[src/rtl/spi_readback_responder.sv]
`default_nettype none
// +----------------------------------------------------------------------------+
// | Module   : spi_readback_responder                                          |
// | Function : decodes SPI read opcodes, snapshots a PWM bank register and     |
// |            streams it LSB-first onto the SPI slave TX port.                |
// | Options  : READBACK_CSUM_EN appends an XOR checksum byte to each readback.  |
// | Revision : 1.0 - initial release                                           |
// +----------------------------------------------------------------------------+
module spi_readback_responder #(
  parameter logic [7:0] CMD_BASE  = 8'h11,
  parameter logic [7:0] IDLE_FILL = 8'hFF
) (
  input  logic        i_Clk,
  input  logic        i_Rst_L,
  input  logic        o_RX_DV,
  input  logic [7:0]  o_RX_Byte,
  output logic        i_TX_DV,
  output logic [7:0]  i_TX_Byte,
  input  logic [31:0] counter_value,
  input  logic [31:0] prescaler,
  input  logic [31:0] duty_cycle_1,
  input  logic [31:0] duty_cycle_2,
  input  logic [31:0] duty_cycle_3,
  input  logic        enable_pwm,
  output logic        busy
);

`ifdef READBACK_CSUM_EN
  typedef enum logic [2:0] {
    S_IDLE   = 3'd0,
    S_SEND   = 3'd1,
    S_WAIT   = 3'd2,
    S_FILL   = 3'd3,
    S_CSUM   = 3'd4,
    S_WAIT_C = 3'd5
  } state_t;
`else
  typedef enum logic [1:0] {
    S_IDLE = 2'd0,
    S_SEND = 2'd1,
    S_WAIT = 2'd2,
    S_FILL = 2'd3
  } state_t;
`endif

  state_t      r_state;
  logic [1:0]  r_idx;
  logic [31:0] r_snapshot;
  logic        r_pending;

  logic [7:0]  w_offset;
  logic        w_cmd_hit;
  logic [31:0] w_sel_word;
  logic [7:0]  w_cur_byte;
  logic        w_advance;

  // Subtracting the base makes the range test immune to wrap-around.
  assign w_offset   = o_RX_Byte - CMD_BASE;
  assign w_cmd_hit  = (w_offset < 8'd6);
  assign w_cur_byte = r_snapshot[{r_idx, 3'b000} +: 8];
  assign w_advance  = o_RX_DV | r_pending;

  always_comb begin
    w_sel_word = 32'd0;
    case (w_offset[2:0])
      3'd0:    w_sel_word = counter_value;
      3'd1:    w_sel_word = prescaler;
      3'd2:    w_sel_word = duty_cycle_1;
      3'd3:    w_sel_word = duty_cycle_2;
      3'd4:    w_sel_word = duty_cycle_3;
      3'd5:    w_sel_word = {30'd0, 1'b1, enable_pwm};
      default: w_sel_word = 32'd0;
    endcase
  end

`ifdef READBACK_CSUM_EN
  logic [7:0] w_csum;
  assign w_csum = r_snapshot[7:0] ^ r_snapshot[15:8] ^ r_snapshot[23:16] ^ r_snapshot[31:24];
`endif

  always_ff @(posedge i_Clk or negedge i_Rst_L) begin
    if (!i_Rst_L) begin
      r_state    <= S_IDLE;
      r_idx      <= 2'd0;
      r_snapshot <= 32'd0;
      r_pending  <= 1'b0;
      i_TX_DV    <= 1'b0;
      i_TX_Byte  <= IDLE_FILL;
      busy       <= 1'b0;
    end else begin
      case (r_state)
        S_IDLE: begin
          i_TX_DV   <= 1'b0;
          r_pending <= 1'b0;
          if (o_RX_DV && w_cmd_hit) begin
            r_snapshot <= w_sel_word;
            r_idx      <= 2'd0;
            busy       <= 1'b1;
            r_state    <= S_SEND;
          end
        end
        S_SEND: begin
          i_TX_DV   <= 1'b1;
          i_TX_Byte <= w_cur_byte;
          // An exchange finishing in a drive cycle must not be lost.
          r_pending <= r_pending | o_RX_DV;
          r_state   <= S_WAIT;
        end
        S_WAIT: begin
          i_TX_DV <= 1'b0;
          if (w_advance) begin
            r_pending <= 1'b0;
            if (r_idx == 2'd3) begin
`ifdef READBACK_CSUM_EN
              r_state <= S_CSUM;
`else
              r_state <= S_FILL;
`endif
            end else begin
              r_idx   <= r_idx + 2'd1;
              r_state <= S_SEND;
            end
          end
        end
`ifdef READBACK_CSUM_EN
        S_CSUM: begin
          i_TX_DV   <= 1'b1;
          i_TX_Byte <= w_csum;
          r_pending <= r_pending | o_RX_DV;
          r_state   <= S_WAIT_C;
        end
        S_WAIT_C: begin
          i_TX_DV <= 1'b0;
          if (w_advance) begin
            r_pending <= 1'b0;
            r_state   <= S_FILL;
          end
        end
`endif
        S_FILL: begin
          i_TX_DV   <= 1'b1;
          i_TX_Byte <= IDLE_FILL;
          busy      <= 1'b0;
          r_pending <= 1'b0;
          r_state   <= S_IDLE;
        end
        default: begin
          i_TX_DV   <= 1'b0;
          i_TX_Byte <= IDLE_FILL;
          busy      <= 1'b0;
          r_pending <= 1'b0;
          r_state   <= S_IDLE;
        end
      endcase
    end
  end

endmodule
`default_nettype wire
[config.mk]
export PLATFORM = sky130hd
export DESIGN_NAME = spi_readback_responder
export DESIGN_NICKNAME = d
export VERILOG_FILES = /design/src/rtl/spi_readback_responder.sv
export SDC_FILE = /design/constraint.sdc
export NUM_CORES = 1
export LEC_CHECK = 0
export CORE_ASPECT_RATIO = 1.75
export CORE_MARGIN = 10
export CORE_UTILIZATION = 38
export DETAILED_ROUTE_END_ITERATION = 8
export MAX_ROUTING_LAYER = met4
export PLACE_DENSITY = 0.9
export SLEW_MARGIN = 20
export SYNTH_ARGS = -nofsm -noshare
export SYNTH_HDL_FRONTEND = slang
export SYNTH_SLANG_ARGS = --single-unit
export TNS_END_PERCENT = 10
[constraint.sdc]
create_clock -name i_Clk -period 1.98 [get_ports i_Clk]
set_clock_uncertainty 0.2 [all_clocks]
set_input_delay 0.396 -clock i_Clk [delete_from_list [all_inputs] [get_ports i_Clk]]
set_output_delay 0.396 -clock i_Clk [all_outputs]
set_load 0.05 [all_outputs]
# Word level (Yosys, flattened, before mapping)
# Index checks and enable logic that the tools add are counted.
# W data, S select, Z words.
[totals]
mem_bits_rw = 0
output_inout_bits = 10
memories = 0
romBits = 0
regBits = 47
latch_bits = 0
[op_classes]
n_div = 0
n_eq_ne = 12
shift = 1
n_bitwise = 1
add_sub_neg = 2
n_reduce_logical = 13
mul = 0
order_cmp = 1
mux = 15
[ops]
columns = ["operator", "n"]
rows = [
  ["$pmux W32 S6", 1],
  ["$shiftx A32 B6 Y8", 1],
  ["$pmux W8 S2", 1],
  ["$mux W2", 6],
  ["$lt A8 B3 Y1 const B", 1],
  ["$pmux W2 S4", 1],
  ["$sub A8 B5 Y8 const B", 1],
  ["$eq A2 B2 Y1 const B", 3],
  ["$eq A3 B2 Y1 const B", 2],
  ["$eq A3 B3 Y1 const B", 2],
  ["$ne A2 B2 Y1 const B", 3],
  ["$reduce_and A2 Y1", 3],
  ["$reduce_bool A2 Y1", 3],
  ["$reduce_or A2 Y1", 3],
  ["$pmux W1 S2", 2],
  ["$pmux W2 S2", 1],
  ["$reduce_and A4 Y1", 1],
  ["$eq A3 B1 Y1 const B", 1],
  ["$logic_not A3 Y1", 1],
  ["$pmux W1 S3", 1],
  ["$add A2 B1 Y2 const B", 1],
  ["$eq A2 B1 Y1 const B", 1],
  ["$logic_not A2 Y1", 1],
  ["$mux W1", 2],
  ["other kinds (2)", 2],
]

# Logic depth before layout (Yosys ltp)
# Gate-level depths: netlist (run 1).
[logic_depth]
depth_word = 5
ltp_mapped = 10
ltp_nobuf = 7

# Worst setup path after synthesis (run 1)
# OpenSTA, ideal clock, no wires.
[synth_timing]
kind = "input to register"
from = "input port o_RX_Byte[0]"
to = "register r_snapshot[0]"
arrival_time_ps = 2098
cell_stages = 8
setup_time_ps = 125
t_required_ps = 1655
slack_ps = -443
cell_sequence = "inv_1 > ha_1 > ha_1 > buf_4 > a221oi_4 > o2111ai_4 > buf_6 > mux2_4"
[synth_via]
elab_chain_cells = 4
elab_cells_between_ends = 11
classes_between = "add/sub: 1; order compare: 1; eq/ne: 5; mux: 1; reduce/logical: 3"
[synth_lines]
columns = ["item", "line_no", "text"]
rows = [
  ["from (decl)", "16", "input logic [7:0] o_RX_Byte,"],
  ["$sub A8 B5 Y8 (*)", "58", "assign w_offset = o_RX_Byte - CMD_BASE;"],
  ["$lt A8 B3 Y1", "59", "assign w_cmd_hit = (w_offset < 8'd6);"],
  ["$logic_and A1 B1 Y1", "95", "if (o_RX_DV && w_cmd_hit) begin"],
  ["$reduce_and A2 Y1 (no source line)", "n/a", ""],
  ["to (signal assigned)", "96", "r_snapshot <= w_sel_word;"],
  ["to (decl)", "48", "logic [31:0] r_snapshot;"],
]
# Every way passes the cells marked *; elsewhere a longest branch is shown, timed or not.
# A chain may end at the register's enable or synchronous reset.

# Worst setup path in the final report (run 1)
[layout_timing]
from = "input port o_RX_Byte[1]"
to = "register r_snapshot[17]"
# Same word-level chain as after synthesis.

==> out/results.ini, run 1 <==
[outcome]
status=finished, violations left
violations=DRC, setup timing

[detailed_routing]
wl_met3_mm=1.04
drtPass1Iterations=9
drcViolationCount=1
detail-route-antenna-nets=0
drt-met1-wl_mm=5.01
top_layer=met4
via_per_inst=6.14
drt-total-wl_mm=14.1
via_count=3354
drt_iter0_drc=495
routedWlPerCell_um=25.8
wl_met2_mm=7.54

[final_layout]
finalNetCount=632
final_area_um2=5580
drive_gt1_frac=0.255
area_growth_pct=80.5
final_cells=546
fillCellCount=536
utilization=0.705

[grt]
grt_pass1_wl_mm=20.3
grt_pass1_vias=3616
grt_max_degree=48
grt-ovfl-total=0
grt_usage=0.218
antenna_found_initial=1

[pwr]
power_density_nw_per_um2=817
power_mw=4.56
p_leak_nw=2.37
vdd_drop_max_v=0.000610

[setup_path]
r2r_slack_ps=-30
crit_buf_inv=5
cp-startpoint=o_RX_Byte[1]
max_stage_delay_ps=270
startpoint_type=primary input
path_delay_family=buffers and inverters
reg2reg_from=r_idx[0]$_DFFE_PN0P_
slowest_stage=mux2_4
crit_type=primary input to flop
cp_max_fo=11
cp.arrival_ps=2130
crit_top_cell=ha_4
critPathRequiredTime_ps=1950
critical_path.cell_chain=buf_12 > inv_12 > ha_4 > ha_4 > buf_8 > and2_4 > buf_16 > buf_4 > a222oi_1 > o21ai_1 > mux2_4
critPathCaptureType=flop

[timing]
worstMarginPinSlew_ps=661
finalHoldViolCount=0
finalCriticalPeriod_ps=2160
holdWs_ps=279
setup_viol=34
slew_headroom=0.559
rsz0062_at_grt=true
fin_crit_sh=1.09
drv_slew=0
setup_ws_ps=-178
tns_ps=-5060
max_freq_mhz=463

[synthesis]
synthCells=262
async_reset_ff_frac=1.00
ys_top_cells_by_area=dfrtp_1 32%, mux2_4 13%, a222oi_1 10%
synth_fp_nets=440
netlist_top_cells_count=39 x dfrtp_1, 32 x a22oi_1, 31 x a222oi_1
synth_most_common_cell=dfrtp_1
synth-main-ff-cell=dfrtp_1
synth_seq_cells=47
yosysWarnings=0
netlist_area_um2=3090
yosys.cell_types.count=32
yosysTopAreaCell=dfrtp_1
synth.avg_cell_area_um2=11.8
synth_edf_count=0
synthDominantCellAreaShare=0.316
seq_area_frac_synth=0.384

[placement]
dp.cells=525
port_buffers=181
gp_congestion=0.844
dp_slack_ps=-1150
dp_hpwl_mm=10.4
dpl_cell_area_um2=5220

[job]
drv_cap=0

[die]
dieWidth_um=88.2
die_y_um=139
initial_core_util=0.391
core_area_um2=7910
io_pins=182
die_area_um2=12300
num_rows=43

[clocking]
clock_latency_ps=290
clkSinkCount=47
max-clock-path-buffers=2
htreeDepth=2
root_buffer=clkbuf_16
cts_buffers=5
clk_transition_reported_paths_ps=60
cts_tree=built

[worst_hold_path]
hold_class=flop to flop
min_from=busy$_DFFE_PN0P_

## cell usage in the layout (no fill, tap or decap), types with 3 or more instances in the layout
master           instances
ha_1                     4
o22a_1                   8
nand2_1                  7
mux2_4                  28
nand2b_1                 3
a222oi_1                31
o21ai_0                  5
buf_12                  15
mux4_2                   8
o21ai_1                 29
buf_4                   23
dfstp_2                  8
clkbuf_16                7
clkdlybuf4s50_1        165
dfrtp_1                 39
a22oi_1                 32
mux2_2                   6
## area by class of cell
cell class | instances | area (µm²) | area share
Timing Repair Buffer | 213 | 2280 | 0.408
Multi-Input combinational cell | 184 | 1810 | 0.325
Sequential cell | 47 | 1190 | 0.213
Clock buffer | 8 | 156 | 0.0280
Tap cell | 90 | 113 | 0.0202
Inverter | 3 | 31.3 | 0.00561
Antenna cell | 1 | 2.50 | 0.000449
## registers in the layout, summed over array words and instances (netlist names)
signal,cells
i_TX_DV,1
i_TX_Byte,8
r_idx,2
r_snapshot,32
r_state,2
r_pending,1
busy,1
## metal layers
| layer | track usage | vias up |
|---|---|---|
| met5 | - | - |
| met4 | 0.0689 | 0 |
| met3 | 0.0380 | 43 |
| met2 | 0.380 | 212 |
| met1 | 0.240 | 1630 |
| li1 | - | 1469 |
## worst paths after layout
kind / end / cells after the start
max: r_snapshot[17]$_DFFE_PN0P_ / 11
min: busy$_DFFE_PN0P_ / 2
min in group asynchronous: r_snapshot[24]$_DFFE_PN0P_ / 3
max in group asynchronous: i_TX_Byte[3]$_DFFE_PN1P_ / 3
min reg2reg: busy$_DFFE_PN0P_ / 2
max reg2reg: r_idx[1]$_DFFE_PN0P_ / 4
## where the power goes
group          switching [mW]  internal [mW]  total [mW]
registers               0.268           1.27        1.54
clock network           0.353          0.538       0.891
logic                   0.912           1.21        2.13
## what timing repair did
action                     4_1_cts  5_1_grt
gates cloned                     1        3
setup endpoints to repair       36       34
pin swaps                        5        4
gates resized for setup         39       11
hold buffers                     1        0
hold endpoints to repair        39        0
buffers inserted                 2        5
## cell families (layout without fill, tap and decap cells)
kind of cell / Yosys count / count (layout) / share of synthesized area
buffers and inverters: 32 / 224 / 0.0498
AO/OA/AOI/OAI: 111 / 111 / 0.283
other: 0 / 1 / 0
XOR/XNOR: 1 / 1 / 0.00283
AND/OR/NAND/NOR: 23 / 24 / 0.0421
multiplexers: 42 / 42 / 0.214
adder cells (fa/ha/maj): 6 / 6 / 0.0243
flip-flops: 47 / 47 / 0.384
## worst min-delay path: cells and delay by family (launching register included)
family / cells / cell delay, ps
DFF: 1 / 340
and+or+nand+nor: 2 / 100
No activity file was read; power rests on OpenSTA's default activity.
==> run 2: changes to the inputs <==
CELL_PAD_IN_SITES_DETAIL_PLACEMENT = 1   (was default)
CELL_PAD_IN_SITES_GLOBAL_PLACEMENT = 1   (was default)
CORE_UTILIZATION = 28   (was 38)
GPL_ROUTABILITY_DRIVEN = 1   (was default)
==> run 2 against run 1 <==
The run ends with setup timing left. Final cell count is 7.1% higher. Critical endpoint is now r_snapshot[7]$_DFFE_PN0P_. Routed wire length is 17% higher. Utilization is 19 points lower. Worst hold slack better by 32 ps. Fmax is 5.5% lower. Critical path depth is 1 lower.
==> out/results.ini, run 2 (synthesis results as in run 1) <==
[final_layout]
fillCellCount=1137
largest_reg_flops=32
top_register=r_snapshot
area_growth_pct=81.0
drive_gt1_frac=0.256
layout_commonest_cell=clkdlybuf4s50_1
utilization=0.520
finalNetCount=630
top_regs=r_snapshot (32), i_TX_Byte (8)
layout_common_cells=166 x clkdlybuf4s50_1, 39 x dfrtp_1, 32 x a22oi_1

[detailed_routing]
drt-total-wl_mm=16.4
routedWlPerCell_um=28.1
drt_iter0_drc=318
drcViolationCount=0
via_count=3402
via_per_inst=5.82
drtPass1Iterations=8
detail-route-antenna-nets=0

[pwr]
power_density_nw_per_um2=830
power_mw=4.64
vdd_drop_max_v=0.000505
p_leak_nw=2.33

[setup_path]
crit_type=primary input to flop
slowest_stage=a222oi_1
cp.arrival_ps=2260
cp-startpoint=o_RX_Byte[1]
critPathCaptureType=flop
critPathRequiredTime_ps=1960
max_stage_delay_ps=390
reg2reg_from=r_state[0]$_DFFE_PN0P_
critical_path.cell_chain=buf_12 > inv_12 > ha_4 > ha_4 > buf_6 > and2_4 > buf_12 > a222oi_1 > o21ai_1 > mux2_4
startpoint_type=primary input
path_delay_family=compound AO/OA/AOI/OAI gates
cp_max_fo=8
crit_buf_inv=4

[grt]
grt_pass1_wl_mm=24.6
grt_max_degree=33
grt_pass1_vias=4089
grt-ovfl-total=0
antenna_found_initial=2
grt_usage=0.206

[clocking]
clk_transition_reported_paths_ps=70
clock_latency_ps=290
htreeDepth=2
cts_buffers=5
max-clock-path-buffers=2
clkSinkCount=47
root_buffer=clkbuf_16
cts_tree=built

[placement]
dp_hpwl_mm=12.1
gp_congestion=0.800
port_buffers=181

[outcome]
violations=setup timing
status=finished, violations left

[timing]
finalCriticalPeriod_ps=2280
setup_ws_ps=-304
slew_headroom=0.495
setup_viol=34
drv_slew=0
finalHoldViolCount=0
max_freq_mhz=438
rsz0062_at_grt=true
fin_crit_sh=1.15
worstMarginPinSlew_ps=756

[die]
initial_core_util=0.287
io_pins=182
dieWidth_um=99.4
die_area_um2=15800
num_rows=50
die_y_um=159
core_area_um2=10800

[job]
drv_cap=0

[worst_hold_path]
min_from=busy$_DFFE_PN0P_
hold_class=flop to flop

==> run 2: cell types whose count changed in the layout (fill, tap and decap cells not counted), sizes merged <==
cell / before / now
clkdlybuf4s15: 0 / 1
dlymetal6s2s: 2 / 0
clkdlybuf4s50: 165 / 166
dlygate4sd2: 0 / 1
diode: 1 / 2
clkbuf: 11 / 8
clkinvlp: 0 / 1
nor2b: 4 / 3
==> run 2: final timing paths <==
| path | slack, ps | cells after the start | to |
|---|---|---|---|
| min in group asynchronous | 420 | 2 | r_pending$_DFFE_PN0P_ |
| worst min register to register | 310 | 2 | busy$_DFFE_PN0P_ |
| worst max register to register | 10 | 6 | r_idx[1]$_DFFE_PN0P_ |
| worst max-delay path | -300 | 10 | r_snapshot[7]$_DFFE_PN0P_ |
| max in group asynchronous | 650 | 3 | r_snapshot[26]$_DFFE_PN0P_ |
| worst min-delay path | 310 | 2 | busy$_DFFE_PN0P_ |
==> run 2: what timing repair did <==
item / 4_1_cts / 5_1_grt
buffers inserted: 5 / 2
gates cloned: 3 / 0
endpoints found under the hold margin: 12 / 0
hold buffers: 1 / 0
setup endpoints to repair: 36 / 34
pin swaps: 4 / 6
resized for setup: 40 / 10
==> run 2: cell type report <==
cell class                 count  area, µm²  share of cell area
timing repair buffer         212       2250               0.402
multi-input combinational    183       1800               0.322
sequential                    47       1190               0.212
tap                          130        163              0.0291
clock buffer                   7        153              0.0273
inverter                       3       31.3             0.00559
clock inverter                 1       7.51             0.00134
antenna                        2       5.00            0.000895
==> run 2: where the power goes <==
part           switching [mW]  internal, mW
combinational           0.985          1.22
clock                   0.367         0.537
sequential              0.261          1.27
total                    1.61          3.03
==> run 2: through the flow <==
step	TNS, ps	std cells	setup WS [ps]	hold WS, ps	instance area (µm²)
floorplan	-7580	262	-243	-99.6	3140
global placement	-41240	564	-1350	189	5240
detailed placement	-38710	564	-1260	192	5250
CTS	-5630	581	-215	323	5580
global route	-7580	585	-295	336	5590
finish	-6380	585	-304	311	5590
==> run 2: layer usage <==
layer / track usage / wire (µm)
met3: 0.0299 / 765
met4: 0.119 / 892
met1: 0.192 / 5350
met5: - / 0
met2: 0.383 / 9420
==> run 2: worst min-delay path, stage by stage, from the launching register on <==
cell	delay, ps
dfrtp_1	350
nand2_1	60
nand2_1	60
